$ cat config.mk
export PLATFORM = sky130hd
export DESIGN_NAME = casas_fill_ctrl
export DESIGN_NICKNAME = d
export VERILOG_FILES = /design/src/rtl/casas_fill_ctrl.sv
export SDC_FILE = /design/constraint.sdc
export NUM_CORES = 1
export LEC_CHECK = 0
export BUFFER_PORTS_ARGS = -buffer_cell sky130_fd_sc_hd__buf_2
export CELL_PAD_IN_SITES_DETAIL_PLACEMENT = 1
export CELL_PAD_IN_SITES_GLOBAL_PLACEMENT = 2
export CORE_AREA = 2 2 60 90
export DETAILED_ROUTE_END_ITERATION = 6
export DIE_AREA = 0 0 62 92
export GPL_TIMING_DRIVEN = 0
export PLACE_DENSITY_LB_ADDON = 0.08
export SLEW_MARGIN = 20
export SYNTH_ARGS = -nofsm -noshare
export SYNTH_HDL_FRONTEND = slang
export SYNTH_SLANG_ARGS = --single-unit
$ cat constraint.sdc
create_clock -name SC_CasasCtrl_CLOCK_50 -period 2.1 [get_ports SC_CasasCtrl_CLOCK_50]
set_input_delay 0.42 -clock SC_CasasCtrl_CLOCK_50 [delete_from_list [all_inputs] [get_ports SC_CasasCtrl_CLOCK_50]]
set_output_delay 0.42 -clock SC_CasasCtrl_CLOCK_50 [all_outputs]
set_load 0.02 [all_outputs]
$ cat src/rtl/casas_fill_ctrl.sv
// casas_fill_ctrl
//   Sequencer for the 8-slot homes ("casas") register of the Frogger datapath.
//   It generates the clear, initial-load and variable-load strobes for the register.
//   When the frog arrives, it marks that home. When the row is full, it announces
//   level completion, then clears and reloads the row for the next level.
//   The homes register contents come back in on SC_CasasCtrl_casas_InBUS.
//
// Ports
//   SC_CasasCtrl_CLOCK_50            in   clock
//   SC_CasasCtrl_RESET_InHigh        in   asynchronous reset, active-high
//   SC_CasasCtrl_start_InLow         in   level start request (sampled in IDLE)
//   SC_CasasCtrl_abort_InLow         in   abort game: CLEAR, then IDLE
//   SC_CasasCtrl_arrive_InHigh       in   one-cycle pulse, frog reached the home row
//   SC_CasasCtrl_arriveIdx_InBUS     in   slot index of the arrival
//   SC_CasasCtrl_casas_InBUS         in   current homes register contents
//   SC_CasasCtrl_clear_OutLow        out  register clear strobe
//   SC_CasasCtrl_loadInicial_OutLow  out  register initial-load strobe
//   SC_CasasCtrl_dataInicial_OutBUS  out  initial pattern (constant INIT_PATTERN)
//   SC_CasasCtrl_loadVariado_OutLow  out  register variable-load strobe
//   SC_CasasCtrl_dataVariada_OutBUS  out  variable-load data (homes plus new slot)
//   SC_CasasCtrl_homed_OutHigh       out  pulse: arrival accepted
//   SC_CasasCtrl_occupied_OutHigh    out  pulse: arrival rejected
//   SC_CasasCtrl_levelDone_OutHigh   out  high for WIN_HOLD cycles after a full row
//   SC_CasasCtrl_level_OutBUS        out  completed-level counter (wraps)
//   SC_CasasCtrl_busy_OutHigh        out  high in every state except IDLE and PLAY
module casas_fill_ctrl #(
  parameter int unsigned          DATAWIDTH    = 8,
  parameter int unsigned          IDXWIDTH     = 3,
  parameter logic [DATAWIDTH-1:0] INIT_PATTERN = '0,
  parameter logic [DATAWIDTH-1:0] FULL_MASK    = '1,
  parameter int unsigned          WIN_HOLD     = 4
) (
  input  logic                 SC_CasasCtrl_CLOCK_50,
  input  logic                 SC_CasasCtrl_RESET_InHigh,
  input  logic                 SC_CasasCtrl_start_InLow,
  input  logic                 SC_CasasCtrl_abort_InLow,
  input  logic                 SC_CasasCtrl_arrive_InHigh,
  input  logic [IDXWIDTH-1:0]  SC_CasasCtrl_arriveIdx_InBUS,
  input  logic [DATAWIDTH-1:0] SC_CasasCtrl_casas_InBUS,
  output logic                 SC_CasasCtrl_clear_OutLow,
  output logic                 SC_CasasCtrl_loadInicial_OutLow,
  output logic [DATAWIDTH-1:0] SC_CasasCtrl_dataInicial_OutBUS,
  output logic                 SC_CasasCtrl_loadVariado_OutLow,
  output logic [DATAWIDTH-1:0] SC_CasasCtrl_dataVariada_OutBUS,
  output logic                 SC_CasasCtrl_homed_OutHigh,
  output logic                 SC_CasasCtrl_occupied_OutHigh,
  output logic                 SC_CasasCtrl_levelDone_OutHigh,
  output logic [3:0]           SC_CasasCtrl_level_OutBUS,
  output logic                 SC_CasasCtrl_busy_OutHigh
);

  localparam int unsigned HOLDW = (WIN_HOLD > 1) ? $clog2(WIN_HOLD) : 1;

  typedef enum logic [2:0] {
    IDLE,
    CLEAR,
    LOAD,
    PLAY,
    WRITE,
    SETTLE,
    FULL
  } stateT;

  stateT              state;
  logic [HOLDW-1:0]   holdCnt;
  logic               abortPend;

  logic [DATAWIDTH-1:0] slotBit_c;
  logic                 idxInRange_c;
  logic                 arriveOk_c;
  logic                 rowFull_c;
  logic                 abortReq_c;

  // The initial pattern is a fixed constant, so it needs no register.
  assign SC_CasasCtrl_dataInicial_OutBUS = INIT_PATTERN;

  // An index beyond the register width shifts the bit out of range. That slot
  // then fails the mask check and is treated as occupied.
  assign slotBit_c    = DATAWIDTH'(1) << SC_CasasCtrl_arriveIdx_InBUS;
  assign idxInRange_c = (32'(SC_CasasCtrl_arriveIdx_InBUS) < DATAWIDTH);
  assign arriveOk_c   = idxInRange_c
                        && (|(slotBit_c & FULL_MASK))
                        && !(|(slotBit_c & SC_CasasCtrl_casas_InBUS));
  assign rowFull_c    = ((SC_CasasCtrl_casas_InBUS & FULL_MASK) == FULL_MASK);
  assign abortReq_c   = !SC_CasasCtrl_abort_InLow;

  // State plus registered outputs. Each output takes the value that belongs to
  // the state being entered, so it changes on the same edge as the state.
  always_ff @(posedge SC_CasasCtrl_CLOCK_50 or posedge SC_CasasCtrl_RESET_InHigh) begin
    if (SC_CasasCtrl_RESET_InHigh) begin
      state                           <= IDLE;
      holdCnt                         <= '0;
      abortPend                       <= 1'b0;
      SC_CasasCtrl_clear_OutLow       <= 1'b1;
      SC_CasasCtrl_loadInicial_OutLow <= 1'b1;
      SC_CasasCtrl_loadVariado_OutLow <= 1'b1;
      SC_CasasCtrl_dataVariada_OutBUS <= '0;
      SC_CasasCtrl_homed_OutHigh      <= 1'b0;
      SC_CasasCtrl_occupied_OutHigh   <= 1'b0;
      SC_CasasCtrl_levelDone_OutHigh  <= 1'b0;
      SC_CasasCtrl_level_OutBUS       <= 4'd0;
      SC_CasasCtrl_busy_OutHigh       <= 1'b0;
    end else begin
      // Strobes and pulses last one cycle unless the transition below re-asserts them.
      SC_CasasCtrl_clear_OutLow       <= 1'b1;
      SC_CasasCtrl_loadInicial_OutLow <= 1'b1;
      SC_CasasCtrl_loadVariado_OutLow <= 1'b1;
      SC_CasasCtrl_homed_OutHigh      <= 1'b0;
      SC_CasasCtrl_occupied_OutHigh   <= 1'b0;

      if (abortReq_c && (state != IDLE) && (state != CLEAR)) begin
        // Abort overrides any arrival and drops a pending write. The level count is kept.
        state                          <= CLEAR;
        abortPend                      <= 1'b1;
        holdCnt                        <= '0;
        SC_CasasCtrl_clear_OutLow      <= 1'b0;
        SC_CasasCtrl_levelDone_OutHigh <= 1'b0;
        SC_CasasCtrl_busy_OutHigh      <= 1'b1;
      end else begin
        case (state)
          IDLE: begin
            if (!SC_CasasCtrl_start_InLow) begin
              state                     <= CLEAR;
              abortPend                 <= 1'b0;
              SC_CasasCtrl_clear_OutLow <= 1'b0;
              SC_CasasCtrl_busy_OutHigh <= 1'b1;
            end
          end

          CLEAR: begin
            if (abortPend) begin
              state                     <= IDLE;
              abortPend                 <= 1'b0;
              SC_CasasCtrl_busy_OutHigh <= 1'b0;
            end else begin
              state                           <= LOAD;
              SC_CasasCtrl_loadInicial_OutLow <= 1'b0;
              SC_CasasCtrl_busy_OutHigh       <= 1'b1;
            end
          end

          LOAD: begin
            state                     <= PLAY;
            SC_CasasCtrl_busy_OutHigh <= 1'b0;
          end

          PLAY: begin
            if (SC_CasasCtrl_arrive_InHigh) begin
              if (arriveOk_c) begin
                // The register is stable in PLAY, so the write data can be built now.
                state                           <= WRITE;
                SC_CasasCtrl_loadVariado_OutLow <= 1'b0;
                SC_CasasCtrl_dataVariada_OutBUS <= SC_CasasCtrl_casas_InBUS | slotBit_c;
                SC_CasasCtrl_homed_OutHigh      <= 1'b1;
                SC_CasasCtrl_busy_OutHigh       <= 1'b1;
              end else begin
                SC_CasasCtrl_occupied_OutHigh   <= 1'b1;
              end
            end
          end

          WRITE: begin
            // The register captures the new data on this edge. It is visible in SETTLE.
            state <= SETTLE;
          end

          SETTLE: begin
            if (rowFull_c) begin
              state                          <= FULL;
              holdCnt                        <= HOLDW'(WIN_HOLD - 1);
              SC_CasasCtrl_level_OutBUS      <= SC_CasasCtrl_level_OutBUS + 4'd1;
              SC_CasasCtrl_levelDone_OutHigh <= 1'b1;
            end else begin
              state                          <= PLAY;
              SC_CasasCtrl_busy_OutHigh      <= 1'b0;
            end
          end

          FULL: begin
            if (holdCnt == '0) begin
              state                          <= CLEAR;
              SC_CasasCtrl_levelDone_OutHigh <= 1'b0;
              SC_CasasCtrl_clear_OutLow      <= 1'b0;
            end else begin
              holdCnt <= holdCnt - HOLDW'(1);
            end
          end

          default: begin
            state                          <= IDLE;
            abortPend                      <= 1'b0;
            SC_CasasCtrl_levelDone_OutHigh <= 1'b0;
            SC_CasasCtrl_busy_OutHigh      <= 1'b0;
          end
        endcase
      end
    end
  end

endmodule

## After elaboration in Yosys (flattened, before gate mapping)

Cells that the tools add are included.
W data, S select, Z words.

| word-level totals | value |
|---|---|
| flip-flop bits (word level) | 25 |
| bits in latches | 0 |
| RAM bits | 0 |
| ROM bits | 0 |
| bits of input ports | 16 |
| output and inout port bits | 27 |
| logic and storage cells | 101 |
| memories kept | 0 |

| cells by class | value |
|---|---|
| add/sub/neg operators | 2 |
| $mul | 0 |
| div/mod/pow operators | 0 |
| order comparisons | 0 |
| eq/ne operators | 18 |
| shift-type cells | 1 |
| multiplexer cells | 44 |
| bitwise logic cells | 3 |
| reductions and logical operators | 21 |

Operator list:

| kind | number |
|---|---|
| $mux W1 | 28 |
| $ne A3 B3 Y1 const B | 7 |
| $pmux W3 S7 | 1 |
| $mux W3 | 6 |
| $reduce_or A8 Y1 | 2 |
| $reduce_or A5 Y1 | 2 |
| $eq A3 B3 Y1 const B | 3 |
| $reduce_and A3 Y1 | 3 |
| $and A8 B8 Y8 | 1 |
| $eq A8 B8 Y1 const B | 1 |
| $mux W2 | 4 |
| $or A8 B8 Y8 | 1 |
| $reduce_and A4 Y1 | 2 |
| $shl A1 B3 Y8 const A | 1 |
| $eq A3 B2 Y1 const B | 2 |
| $ne A2 B1 Y1 const B | 3 |
| $reduce_bool A3 Y1 | 2 |
| $pmux W1 S5 | 1 |
| $reduce_and A5 Y1 | 1 |
| $add A4 B1 Y4 const B | 1 |
| $pmux W1 S2 | 2 |
| $pmux W2 S2 | 1 |
| $eq A3 B1 Y1 const B | 1 |
| $logic_and A1 B1 Y1 | 3 |
| other kinds (9) | 10 |

## Logic depth before layout (Yosys ltp)

Gate-level depths: netlist of run 1.

| logic depth | value |
|---|---|
| depth in word-level cells | 9 |
| gate-level depth with buffers | 7 |
| mapped depth without buffers | 7 |

## Least setup slack after synthesis of run 1

No wires, ideal clock.

| path | value |
|---|---|
| kind | input -> register |
| start | in SC_CasasCtrl_arriveIdx_InBUS[0] |
| end | reg SC_CasasCtrl_busy_OutHigh |
| library setup time | 0.128 ns |
| arrival time | 1.630 ns |
| data required time | 1.972 ns |
| path slack | 0.342 ns |
| stages | 6 |
| cells stage by stage | buf_6 mux2i_1 o22ai_1 o21a_2 nor4_2 mux2_1 |

| between the ends | value |
|---|---|
| longest elaborated chain between the ends | 7 |
| elaborated cells on any way between the ends | 8 |
| classes of those cells | 1 x eq/ne; 1 x shift; 1 x bitwise; 5 x reduce/logical |

Ends and longest elaborated chain:

| element | line | source |
|---|---|---|
| from (decl) | 38 | `input logic [IDXWIDTH-1:0] SC_CasasCtrl_arriveIdx_InBUS,` |
| $shl A1 B3 Y8 * | 79 | `assign slotBit_c = DATAWIDTH'(1) << SC_CasasCtrl_arriveIdx_InBUS;` |
| $and A8 B8 Y8 | 83 | `&& !(\|(slotBit_c & SC_CasasCtrl_casas_InBUS));` |
| $reduce_or A8 Y1 | 83 |  |
| $logic_not A1 Y1 | 83 |  |
| $logic_and A1 B1 Y1 * | 83 |  |
| $ne A3 B3 Y1 (no line) * | - |  |
| $reduce_and A5 Y1 (no line) * | - |  |
| to (signal assigned) | 102 | `SC_CasasCtrl_busy_OutHigh <= 1'b0;` |
| to (signal assigned) | 118 | `SC_CasasCtrl_busy_OutHigh <= 1'b1;` |
| to (signal assigned) | 126 | `SC_CasasCtrl_busy_OutHigh <= 1'b1;` |
| to (decl) | 49 | `output logic SC_CasasCtrl_busy_OutHigh` |

Mark *: on every way between the ends. The rest lies on a longest branch, timed or not.
A chain may end at the register's enable or synchronous reset.

## Final worst setup path of run 1

| path | value |
|---|---|
| start | reg state[2] |
| end | reg SC_CasasCtrl_busy_OutHigh |

| between the ends | value |
|---|---|
| longest elaborated chain between the ends | 5 |
| elaborated cells on any way between the ends | 19 |
| classes of those cells | 11 x eq/ne; 2 x mux; 6 x reduce/logical |

Ends and longest elaborated chain:

| element | line | source |
|---|---|---|
| from (decl) | 64 | `stateT state;` |
| from (signal assigned) | 91 | `state <= IDLE;` |
| from (signal assigned) | 113 | `state <= CLEAR;` |
| from (signal assigned) | 123 | `state <= CLEAR;` |
| $reduce_bool A3 Y1 | 111 | `if (abortReq_c && (state != IDLE) && (state != CLEAR)) begin` |
| $logic_and A1 B1 Y1 (2 in series) | 111 |  |
| $ne A3 B3 Y1 (no line) / $ne A2 B1 Y1 (equally long branches) | - |  |
| $reduce_and A5 Y1 (no line) | - |  |
| to (signal assigned) | 118 |  |
| to (signal assigned) | 126 |  |
| to (signal assigned) | 134 | `SC_CasasCtrl_busy_OutHigh <= 1'b0;` |

Several ways; a longest one is shown, not always the timed one.

==> results.rst, run 1 <==
.. list-table::
   :header-rows: 1

   * - Metric
     - Value
   * - Run status
     - finished, final reports clean
   * - Height of the die
     - 92 microns
   * - Post-Syn Area
     - about 0.0015 sq mm
   * - Pins Over Slew Limit
     - 0
   * - Core area
     - 0.005005 sq mm
   * - Dominant delay contributor by cell family on the critical path
     - buffers and inverters
   * - Register-to-register path setup slack
     - between 0.2 and 0.25 ns
   * - Final #Nets
     - between 200 and 250
   * - Tcrit/Tclk final
     - 88.77%
   * - Vias in the first global route
     - roughly 1200
   * - Achievable Freq
     - 536.4 MHz
   * - Number of I/O pins
     - 43
   * - Full die area
     - around 0.0057 sq mm
   * - Tot GR Track Use
     - a little over an eighth
   * - Required time of the worst setup path
     - 2.26 ns
   * - Area growth, synth to finish
     - 21.82%
   * - Routed wire length per instance
     - 14.39 microns
   * - Total number of placement rows
     - 32
   * - TritonCTS clock tree
     - built
   * - Cells after synthesis
     - 149
   * - Average vias per placed instance
     - 4.677
   * - Total power divided by cell area
     - around 1100 mW/mm^2
   * - First-pass GRT wire length
     - between 5000 and 6000 microns
   * - Max-cap viol count
     - 0
   * - Clock buffers created by TritonCTS
     - 3
   * - Register Area
     - approximately 630 sq um
   * - Sort of element at the end of the critical path
     - flop
   * - Post-route clock skew
     - between 0.004 and 0.005 ns
   * - Proportion of layout cells with a drive suffix above 1
     - about a third
   * - Sort of element at the start of the critical path
     - flop
   * - Worst slew margin
     - between 30% and 40%
   * - Clock Root Buffer
     - sky130_fd_sc_hd__clkbuf_8
   * - Clock latency of the later-clocked register in the worst-skew pair
     - around 0.27 ns
   * - Number of flops mapped to enable cells by yosys
     - 0
   * - Worst path cell trace
     - clkbuf_1 > inv_1 > nand3_1 > o31ai_1 > nor4_2 > mux2_1
   * - Actual transition at the worst max-transition pin
     - 0.9532 ns
   * - Remaining DRCs
     - 0
   * - H-tree lvl count
     - 1
   * - Total negative setup slack
     - 0 ns
   * - Number of flip-flops and latches in the synthesized netlist
     - 25
   * - Placer's final routability congestion estimate
     - roughly 0.76
   * - CP Data Arrival Time
     - approximately 2.0 ns
   * - Most used DFF post-synth
     - sky130_fd_sc_hd__dfrtp_1
   * - Largest net degree at the start of global routing
     - 26
   * - Design Power
     - about 0.0019 W
   * - Number of port buffers
     - 32
   * - Horiz. Die Dim
     - between 60 and 70 microns
   * - Detailed router's first-iteration violation count
     - 34
   * - Number of filler instances in the final layout
     - 611
   * - Placed wire-length estimate after detailed placement
     - ~3000 microns
   * - Library cell contributing the largest single delay on the critical path
     - sky130_fd_sc_hd__dfrtp_1
   * - Overall routed net length
     - 3742 microns
   * - Synth warnings
     - 0
   * - Clock period minus final worst setup slack
     - between 1.5 and 2 ns
   * - Class of the tightest hold or removal check
     - primary input to asynchronous set/reset pin
   * - Sequential fraction of the synthesis area
     - 42.88%
   * - Final setup fails
     - 0
   * - Number of distinct library cell variants in the gate-level netlist after synthesis
     - between 40 and 50
   * - Number of sinks driven by the clock tree
     - 25
   * - Number of cells on the worst reg-to-reg path
     - 6
   * - DRT Pass-1 Iters
     - 4
   * - Initial antenna violation count
     - 0
   * - Crit path largest cell delay
     - roughly 0.38 ns
   * - Endpoint of the most critical register-to-register path
     - SC_CasasCtrl_busy_OutHigh
   * - Maximum fanout along the worst path
     - 10
   * - Hold Buf Count CTS
     - 0
   * - Area of the multi-input gates
     - about 700 sq um
   * - Setup repair after global routing missed its margin
     - no
   * - Clock-pin transition on the worst setup and hold timing paths
     - 0.09 ns
   * - Leftover overflow at the end of global routing
     - 0
   * - Routed Antenna Nets
     - 0
   * - Maximum root-to-sink buffer count
     - 2
   * - Final cell count without fillers
     - 260
   * - Final hold violations
     - 0
   * - Post-CTS Setup Bufs
     - 0
   * - WP buf/inv
     - 2
   * - Synth async-reset ratio
     - between 90% and 100%
   * - Average cell area after synthesis
     - 9.850 sq um
   * - Reg-to-Reg Start
     - state[2]
   * - # diodes
     - 0
   * - Leakage
     - 0.8539 nW
   * - Worst ir drop on vdd
     - 0.4545 mV
   * - Number of instances in the placed design
     - 256
   * - Number of vias after detailed routing
     - between 1000 and 1500
   * - Effective utilization at floorplan
     - 29.33%
   * - CTS resizes
     - 0
   * - Worst Path Class, Setup
     - flop to flop
-- final cells by class --
class                           instances  share of cell area, %
Multi-Input combinational cell        105                  40.31
Sequential cell                        25                  35.20
Timing Repair Buffer                   32                  8.957
Buffer                                 14                  5.528
Tap cell                               68                  4.759
Inverter                               12                  2.519
Clock buffer                            3                  2.309
Clock inverter                          1                 0.4199
-- power breakdown --
part	internal, W	leakage (nW)	total [W]	switching, W
combinational	0.000359	0.519	0.000875	0.000516
clock	0.000134	0.0217	0.000292	0.000158
sequential	0.000633	0.313	0.000726	0.0000928
-- routing by layer --
| layer | track usage (%) | wire (microns) |
|---|---|---|
| met1 | 15.94 | 1528 |
| met2 | 24.83 | 2058 |
| met3 | 1.269 | 137 |
| met4 | 3.191 | 19 |
| met5 | 0 | 0 |
-- cells in the final DEF, fill, tap and decap left out, types with 4 or more instances in the layout --
| master | netlist | routed |
|---|---|---|
| sky130_fd_sc_hd__o22ai_1 | 4 | 4 |
| sky130_fd_sc_hd__o21bai_1 | 7 | 7 |
| sky130_fd_sc_hd__buf_4 | 8 | 8 |
| sky130_fd_sc_hd__nand2_1 | 11 | 11 |
| sky130_fd_sc_hd__a21oi_1 | 5 | 5 |
| sky130_fd_sc_hd__inv_1 | 12 | 12 |
| sky130_fd_sc_hd__conb_1 | 1 | 8 |
| sky130_fd_sc_hd__mux2i_1 | 5 | 5 |
| sky130_fd_sc_hd__mux2_4 | 7 | 7 |
| sky130_fd_sc_hd__o21ai_0 | 5 | 5 |
| sky130_fd_sc_hd__nor2_1 | 12 | 12 |
| sky130_fd_sc_hd__dfrtp_1 | 22 | 22 |
| sky130_fd_sc_hd__buf_2 | 1 | 33 |
-- worst reg2reg max path, delay by kind of cell, from the launching register on --
family                 cells  cell delay (ns)
AO/OA/AOI/OAI              1             0.11
buffers and inverters      2             0.55
flip-flops                 1             0.38
AND/OR/NAND/NOR            2             0.38
multiplexers               1             0.35
-- registers in the layout, indices dropped and copies added, names as in the netlist --
register and count:
SC_CasasCtrl_busy_OutHigh 1, SC_CasasCtrl_clear_OutLow 1, SC_CasasCtrl_dataVariada_OutBUS 8, SC_CasasCtrl_homed_OutHigh 1, SC_CasasCtrl_levelDone_OutHigh 1, SC_CasasCtrl_level_OutBUS 4
SC_CasasCtrl_loadInicial_OutLow 1, SC_CasasCtrl_loadVariado_OutLow 1, SC_CasasCtrl_occupied_OutHigh 1, abortPend 1, holdCnt 2, state 3
-- cell families after synthesis --
logic type,count (synthesis),synth area share (%)
multiplexers,14,12.11
flip-flops,25,42.88
adder cells (fa/ha/maj),2,1.705
other,1,0.2555
AND/OR/NAND/NOR,45,16.11
AO/OA/AOI/OAI,33,15.35
XOR/XNOR,3,1.791
buffers and inverters,26,9.803
-- worst max-delay path by stage --
stage / start / endpoint / slack (ns) / cells after the start
after floorplan: SC_CasasCtrl_arriveIdx_InBUS[0] / SC_CasasCtrl_busy_OutHigh / 0.34 / 6
after global placement: SC_CasasCtrl_arriveIdx_InBUS[0] / SC_CasasCtrl_busy_OutHigh / 0.12 / 6
after detailed placement: SC_CasasCtrl_arriveIdx_InBUS[0] / SC_CasasCtrl_busy_OutHigh / 0.13 / 6
after CTS: state[1] / SC_CasasCtrl_busy_OutHigh / 0.24 / 5
after global routing: state[2] / SC_CasasCtrl_busy_OutHigh / 0.11 / 6
final: state[2] / SC_CasasCtrl_busy_OutHigh / 0.24 / 6
-- synthesized netlist by cell type, types with 3 or more instances --
library cell	instances	area [sq um]
sky130_fd_sc_hd__dfrtp_1	22	550.5
sky130_fd_sc_hd__nand3_1	3	15.01
sky130_fd_sc_hd__a21oi_1	5	25.02
sky130_fd_sc_hd__nand4_1	3	18.77
sky130_fd_sc_hd__clkbuf_1	3	11.26
sky130_fd_sc_hd__dfstp_2	3	78.83
sky130_fd_sc_hd__o21bai_1	7	52.55
sky130_fd_sc_hd__buf_4	8	60.06
sky130_fd_sc_hd__o22ai_1	4	25.02
sky130_fd_sc_hd__nand2_1	11	41.29
sky130_fd_sc_hd__inv_1	12	45.04
sky130_fd_sc_hd__nor2_1	12	45.04
sky130_fd_sc_hd__mux2i_1	5	50.05
sky130_fd_sc_hd__mux2_4	7	105.1
sky130_fd_sc_hd__o21ai_0	5	25.02
-- metrics by stage --
| stage | cell area (sq um) | hold WS, ns | worst slack, ns | utilization (%) |
|---|---|---|---|---|
| 2_1_floorplan | 1494 | 0.4451 | 0.3424 | - |
| 5_1_grt | 1788 | 0.4228 | 0.1128 | 35.73 |
| 3_3_place_gp | 1739 | 0.4585 | 0.1246 | 34.75 |
| 4_1_cts | 1788 | 0.4015 | 0.2428 | 35.73 |
| 3_5_place_dp | 1739 | 0.4655 | 0.1293 | 34.75 |
| 6_report | 1788 | 0.3508 | 0.2358 | 35.73 |
No activity file was read; power rests on OpenSTA's default activity.
==> inputs of run 2 (changes only) <==
ABC_AREA = 1   (was not set)
CORE_AREA = 2 2 62 93   (was 2 2 60 90)
DIE_AREA = 0 0 64 95   (was 0 0 62 92)
clock period = 1.9 ns   (was 2.1 ns; I/O delays follow)
==> run 2 against run 1 <==
Compared with the run above:
- hold slack worse by 0.025 ns
- final cell count is 15% higher
- global-route usage is 0.26 points higher
- first-iteration DRC count up 110%
- core utilization decreased by 1.8 points
- total power up 18%
- combinational power grew 23%
- die area rose by 6.6%
- maximum frequency rose by 20%
- non-clock buffer count fell by 2
- worst setup slack gained 0.11 ns
- critical endpoint is now SC_CasasCtrl_dataVariada_OutBUS[6]
==> results.rst, run 2 <==
.. list-table::
   :header-rows: 1

   * - Metric
     - Value
   * - Worst slew margin
     - a little over a third
   * - Actual transition at the worst max-transition pin
     - between 0.9 and 1 ns
   * - Full die area
     - about 0.006 sq mm
   * - Register-to-register path setup slack
     - 0.35 ns
   * - Required time of the worst setup path
     - slightly above 2 ns
   * - DRT Pass-1 Iters
     - 4
   * - # diodes
     - 0
   * - Class of the tightest hold or removal check
     - primary input to asynchronous set/reset pin
   * - Sequential fraction of the synthesis area
     - between 40 and 50%
   * - Area share of and/or/nand/nor cells after synthesis
     - between 30% and 40%
   * - Average vias per placed instance
     - around 4.7
   * - Sort of element at the end of the critical path
     - flop
   * - Number of I/O pins
     - 43
   * - Number of vias after detailed routing
     - ~1400
   * - Post-synth top area share
     - between 30% and 40%
   * - Routed Antenna Nets
     - 0
   * - Clock buffers created by TritonCTS
     - 3
   * - H-tree lvl count
     - 1
   * - Clock latency of the later-clocked register in the worst-skew pair
     - 0.27 ns
   * - Register with the most flip-flops
     - SC_CasasCtrl_dataVariada_OutBUS
   * - Library cell contributing the largest single delay on the critical path
     - sky130_fd_sc_hd__dfrtp_1
   * - Main combinational cell family by area after synthesis
     - simple AND/OR/NAND/NOR gates
   * - Leading cell type by number of instances after synthesis
     - sky130_fd_sc_hd__nand2_1
   * - Tot GR Track Use
     - 13.78%
   * - Placer's final routability congestion estimate
     - ~0.87
   * - Biggest registers after layout
     - SC_CasasCtrl_dataVariada_OutBUS (8), SC_CasasCtrl_level_OutBUS (4), state (3)
   * - Worst ir drop on vdd
     - between 0.3 and 0.4 mV
   * - Leftover overflow at the end of global routing
     - 0
   * - Post-Syn Area
     - roughly 0.0015 sq mm
   * - Synth async-reset ratio
     - 100.0%
   * - Clock Root Buffer
     - sky130_fd_sc_hd__clkbuf_8
   * - Arithmetic-cell share of the synthesized area counting full adders, half adders and majority gates
     - 1.676%
   * - Leakage
     - between 0.9 and 1 nW
   * - Routed wire length per instance
     - 13.45 microns
   * - Most used DFF post-synth
     - sky130_fd_sc_hd__dfrtp_1
   * - Most frequent standard cell in the layout excluding fill and tap cells
     - sky130_fd_sc_hd__nand2_1
   * - Maximum fanout along the worst path
     - 10
   * - Top post-synthesis cells by count
     - sky130_fd_sc_hd__nand2_1, sky130_fd_sc_hd__dfrtp_1, sky130_fd_sc_hd__buf_4, sky130_fd_sc_hd__nand3_1, sky130_fd_sc_hd__inv_2
   * - Overall routed net length
     - around 4000 microns
   * - Cell accounting for the most synthesized area
     - sky130_fd_sc_hd__dfrtp_1
   * - Worst setup slack before clock tree synthesis
     - approximately 0.30 ns
   * - Most frequent cells in the layout
     - sky130_fd_sc_hd__nand2_1, sky130_fd_sc_hd__buf_2, sky130_fd_sc_hd__dfrtp_1
   * - Effective utilization at floorplan
     - ~28%
   * - Average cell area after synthesis
     - ~8.0 sq um
   * - Initial antenna violation count
     - 0
   * - Final setup fails
     - 0
   * - Run status
     - finished, final reports clean
   * - Clock period minus final worst setup slack
     - approximately 1.6 ns
   * - Most common cell on crit path
     - sky130_fd_sc_hd__nand2_1
   * - Pins Over Slew Limit
     - 0
   * - Synth warnings
     - 0
   * - Cells taking the most area after synthesis
     - sky130_fd_sc_hd__dfrtp_1, sky130_fd_sc_hd__nand2_1, sky130_fd_sc_hd__buf_4
   * - CTS resizes
     - 0
   * - Proportion of layout cells with a drive suffix above 1
     - roughly a third
   * - Post-CTS Setup Bufs
     - 0
   * - Vias in the first global route
     - between 1000 and 1500
   * - First-pass GRT wire length
     - 6527 microns
   * - Placed wire-length estimate after detailed placement
     - 3267 microns
   * - Number of flops mapped to enable cells by yosys
     - 0
   * - Setup repair after global routing missed its margin
     - no
   * - XOR/XNOR share of the synthesized area
     - 1.760%
   * - Number of sinks driven by the clock tree
     - 25
   * - Tcrit/Tclk final
     - about four fifths
   * - Final setup margin
     - about 0.35 ns
   * - Cells after synthesis
     - between 150 and 200
   * - Reg-to-Reg Start
     - state[2]
   * - Number of cells on the worst reg-to-reg path
     - 9
   * - Final #Nets
     - 247
   * - Largest net degree at the start of global routing
     - 26
   * - Multiplexer share of the synthesized area
     - less than 1%
   * - Endpoint of the most critical register-to-register path
     - SC_CasasCtrl_dataVariada_OutBUS[6]
   * - Number of distinct library cell variants in the gate-level netlist after synthesis
     - 28
   * - Maximum root-to-sink buffer count
     - 2
   * - Area growth, synth to finish
     - 21.12%
   * - Core area
     - between 0.005 and 0.006 sq mm
   * - Final hold violations
     - 0
   * - Worst path cell trace
     - buf_4 > inv_2 > nand3_2 > nor2_2 > nand2_1 > inv_2 > nand2_4 > nand2_1 > nand2_1
   * - Achievable Freq
     - around 640 MHz
   * - Number of port buffers
     - 31
   * - Number of flip-flops and latches in the synthesized netlist
     - 25
   * - Clock-pin transition on the worst setup and hold timing paths
     - roughly 0.09 ns
   * - Horiz. Die Dim
     - between 60 and 70 microns
   * - Height of the die
     - 95 microns
   * - Worst Path Class, Setup
     - flop to flop
   * - Hold Buf Count CTS
     - 0
   * - Total power divided by cell area
     - between 1000 and 1500 mW/mm^2
   * - Post-route clock skew
     - between 0.006 and 0.007 ns
   * - Total negative setup slack
     - 0 ns
   * - Detailed router's first-iteration violation count
     - a little over 70
   * - Remaining DRCs
     - 0
   * - Total number of placement rows
     - 33
   * - Fraction of the mapped netlist area in compound gates
     - around 7.9%
   * - Sort of element at the start of the critical path
     - flop
   * - TritonCTS clock tree
     - built
   * - Max reg flops
     - 8
   * - Crit path largest cell delay
     - 0.38 ns
   * - Max-cap viol count
     - 0
   * - CP Data Arrival Time
     - between 1.5 and 2 ns
## run 2: worst max path at each step
stage	from	to	slack, ns
2_1_floorplan	SC_CasasCtrl_arriveIdx_InBUS[0]	SC_CasasCtrl_dataVariada_OutBUS[1]	0.54
3_3_place_gp	state[2]	SC_CasasCtrl_dataVariada_OutBUS[3]	0.35
3_5_place_dp	SC_CasasCtrl_arriveIdx_InBUS[1]	SC_CasasCtrl_dataVariada_OutBUS[5]	0.30
4_1_cts	state[2]	SC_CasasCtrl_dataVariada_OutBUS[5]	0.31
5_1_grt	state[2]	SC_CasasCtrl_dataVariada_OutBUS[3]	0.16
6_report	state[2]	SC_CasasCtrl_dataVariada_OutBUS[6]	0.35
## run 2: power breakdown
group	switching [W]	internal [W]	total, W	leakage (nW)
Sequential	0.000109	0.000722	0.000831	0.318
Combinational	0.000710	0.000374	0.00108	0.648
Clock	0.000174	0.000147	0.000321	0.0255
Total	0.000993	0.00124	0.00224	0.991
## run 2: cell families (layout without fill, tap and decap cells)
family          count (synthesis)  in the layout
buf+inv                        29             64
xor+xnor                        3              3
fa+ha+maj                       2              2
simple gates                  107            107
mux                             1              1
other cells                     1              8
flops                          25             25
compound gates                 18             18
## run 2: routing by layer
metal	wire (microns)	global-route usage (%)
met5	0	0
met4	65	5.435
met3	109	1.907
met2	2290	27.00
met1	1544	14.44
## run 2: through the flow
step                      instance area (sq um)  hold slack [ns]  utilization [%]  cells  total power [W]
final                                      1808           0.3253            33.94    298         0.002236
after global routing                       1808           0.4030            33.94    298         0.002449
after CTS                                  1808           0.3746            33.94    298         0.002286
after detailed placement                   1762           0.4603            33.07    294         0.001954
after global placement                     1762           0.4267            33.07    294         0.001921
after floorplan                            1519           0.4051                -    193         0.001622
## run 2: critical path, delay by kind of cell (launching register included)
kind | cells | cell delay, ns
buffers and inverters | 3 | 0.43
DFF | 1 | 0.38
and+or+nand+nor | 6 | 0.63
## run 2: area by class of cell
cell class	instances	area (sq um)
sequential	25	629.4
clock inverter	1	5.005
clock buffer	3	41.29
timing repair buffer	31	155.1
inverter	16	60.06
multi-input combinational	139	734.5
buffer	13	95.09
tap	70	87.58
fill	678	3518
==> inputs of run 3 (changes only) <==
clock period = 1.45 ns   (was 1.9 ns; I/O delays follow)
==> run 3 against run 2 <==
Compared with the run above:
- largest cell class unchanged
- final cell count grew 2.0%
- sequential share of layout area shrank 2.4 points
- global-route usage grew 0.15 points
- wire length grew 4.5%
- critical endpoint is now holdCnt[1]
- worst setup slack lost 0.29 ns
- non-clock buffer count grew 6
- final area grew 7.9%
==> results.rst, run 3 (synthesis gave the netlist of run 2 again) <==
.. list-table::
   :header-rows: 1

   * - Metric
     - Value
   * - Critical Path Source
     - state[1]
   * - Run status
     - finished, final reports clean
   * - Proportion of layout cells with a drive suffix above 1
     - 38.89%
   * - Actual transition at the worst max-transition pin
     - around 0.98 ns
   * - H-tree lvl count
     - 1
   * - Design Power
     - 0.003234 W
   * - Tot GR Track Use
     - 13.93%
   * - Full die area
     - 0.006080 sq mm
   * - Effective utilization at floorplan
     - between 20 and 30%
   * - CP Data Arrival Time
     - 1.55 ns
   * - Class of the tightest hold or removal check
     - primary input to asynchronous set/reset pin
   * - Cell Area, Placed
     - approximately 0.0018 sq mm
   * - Final #Nets
     - around 250
   * - Endpoint of the most critical register-to-register path
     - holdCnt[1]
   * - Register-to-register path setup slack
     - around 0.060 ns
   * - Final Hold Slack
     - roughly 0.23 ns
   * - # diodes
     - 0
   * - Leakage
     - 1.026 nW
   * - Clock period minus final worst setup slack
     - ~1.4 ns
   * - Achievable Freq
     - a little over 700 MHz
   * - Placed wire-length estimate after detailed placement
     - 3267 microns
   * - Sort of element at the start of the critical path
     - flop
   * - Number of I/O pins
     - between 40 and 50
   * - Clock buffers created by TritonCTS
     - 3
   * - Maximum fanout along the worst path
     - 6
   * - Reg-to-Reg Start
     - state[1]
   * - Post-route clock skew
     - slightly below 0.007 ns
   * - Sort of element at the end of the critical path
     - flop
   * - Worst Path Class, Setup
     - flop to flop
   * - TritonCTS clock tree
     - built
   * - Average vias per placed instance
     - around 4.7
   * - Final setup margin
     - approximately 0.060 ns
   * - Total number of placement rows
     - 33
   * - Routed wire length per instance
     - 13.78 microns
   * - Number of sinks driven by the clock tree
     - 25
   * - Max reg flops
     - 8
   * - Hold Buf Count CTS
     - 0
   * - Clock Root Buffer
     - sky130_fd_sc_hd__clkbuf_8
   * - Placer's final routability congestion estimate
     - 0.8701
   * - Setup repair after global routing missed its margin
     - yes
   * - Required time of the worst setup path
     - 1.61 ns
   * - Worst slew margin
     - between 30% and 40%
   * - Horiz. Die Dim
     - ~64 microns
   * - Number of port buffers
     - 31
   * - Number of vias after detailed routing
     - ~1400
   * - Most frequent standard cell in the layout excluding fill and tap cells
     - sky130_fd_sc_hd__nand2_1
   * - Worst ir drop on vdd
     - ~0.55 mV
   * - Tcrit/Tclk final
     - 95.87%
   * - Total power divided by cell area
     - between 1500 and 2000 mW/mm^2
   * - Detailed router's first-iteration violation count
     - 71
   * - Critical path destination
     - holdCnt[1]
   * - Area growth, synth to finish
     - 30.68%
   * - Biggest registers after layout
     - SC_CasasCtrl_dataVariada_OutBUS (8), SC_CasasCtrl_level_OutBUS (4), state (3)
   * - Register with the most flip-flops
     - SC_CasasCtrl_dataVariada_OutBUS
   * - Pins Over Slew Limit
     - 0
   * - Largest net degree at the start of global routing
     - 26
   * - Clock-pin transition on the worst setup and hold timing paths
     - roughly 0.090 ns
   * - Final setup fails
     - 0
   * - Remaining DRCs
     - 0
   * - Initial antenna violation count
     - 0
   * - Finished Core Util
     - 36.62%
   * - Clock latency of the later-clocked register in the worst-skew pair
     - around 0.27 ns
   * - Maximum root-to-sink buffer count
     - 2
   * - Number of cells on the worst reg-to-reg path
     - 8
   * - Max-cap viol count
     - 0
   * - Worst setup slack before clock tree synthesis
     - -0.1165 ns
   * - DRT Pass-1 Iters
     - 4
   * - Overall routed net length
     - 4188 microns
   * - Core area
     - approximately 0.0053 sq mm
   * - Leftover overflow at the end of global routing
     - 0
   * - Area of all placed cells without fillers
     - ~0.002 sq mm
   * - Routed Antenna Nets
     - 0
   * - Vias in the first global route
     - 1402
   * - First-pass GRT wire length
     - roughly 6600 microns
   * - Most frequent cells in the layout
     - sky130_fd_sc_hd__nand2_1, sky130_fd_sc_hd__buf_2, sky130_fd_sc_hd__dfrtp_1
   * - Height of the die
     - approximately 95 microns
   * - Final hold violations
     - 0
-- run 3: worst max-delay path: stages, from the launching register on --
cell and delay (ns):
sky130_fd_sc_hd__dfrtp_2 0.49, sky130_fd_sc_hd__nor2_4 0.16, sky130_fd_sc_hd__nand2_1 0.12, sky130_fd_sc_hd__inv_2 0.10, sky130_fd_sc_hd__nand2_1 0.12, sky130_fd_sc_hd__o21ai_2 0.10
sky130_fd_sc_hd__nand2_1 0.08, sky130_fd_sc_hd__nand2_1 0.07, sky130_fd_sc_hd__a21oi_1 0.04
-- run 3: repair_timing --
action | CTS | global route
endpoints found under the setup margin | 15 | 16
resized for setup | 8 | 19
pin swaps | 1 | 5
buffers inserted | 3 | 3
-- run 3: report_power, final --
group	leakage [nW]	switching [W]	internal [W]
combinational	0.685	0.00106	0.000644
clock	0.0255	0.000232	0.000193
sequential	0.316	0.000157	0.000953
-- run 3: cell type report --
class / count / area [sq um]
fill: 671 / 3376
multi-input combinational: 139 / 809.5
sequential: 25 / 631.9
timing repair buffer: 37 / 200.2
buffer: 13 / 105.1
tap: 70 / 87.58
inverter: 16 / 70.07
clock buffer: 3 / 41.29
clock inverter: 1 / 5.005
-- run 3: metrics by stage --
stage | setup TNS [ns] | instances
detailed placement | -0.9052 | 294
global placement | -0.8079 | 294
finish | 0 | 304
floorplan | 0 | 193
global route | -0.1213 | 304
CTS | -0.02524 | 301
-- run 3: metal layers --
metal,up-vias,share of wire [%],GRT usage (%)
met3,9,2.9,1.907
met5,-,0,0
met1,686,38,14.44
li1,697,-,-
met4,0,2.1,5.978
met2,27,57,27.26
-- run 3: how the worst min path moves through the flow --
| stage | startpoint | to | slack (ns) |
|---|---|---|---|
| 2_1_floorplan | SC_CasasCtrl_RESET_InHigh | SC_CasasCtrl_busy_OutHigh | 0.32 |
| 3_3_place_gp | holdCnt[0] | holdCnt[0] | 0.43 |
| 3_5_place_dp | holdCnt[0] | holdCnt[0] | 0.46 |
| 4_1_cts | SC_CasasCtrl_RESET_InHigh | state[2] | 0.28 |
| 5_1_grt | SC_CasasCtrl_RESET_InHigh | SC_CasasCtrl_dataVariada_OutBUS[1] | 0.31 |
| 6_report | SC_CasasCtrl_RESET_InHigh | state[2] | 0.23 |
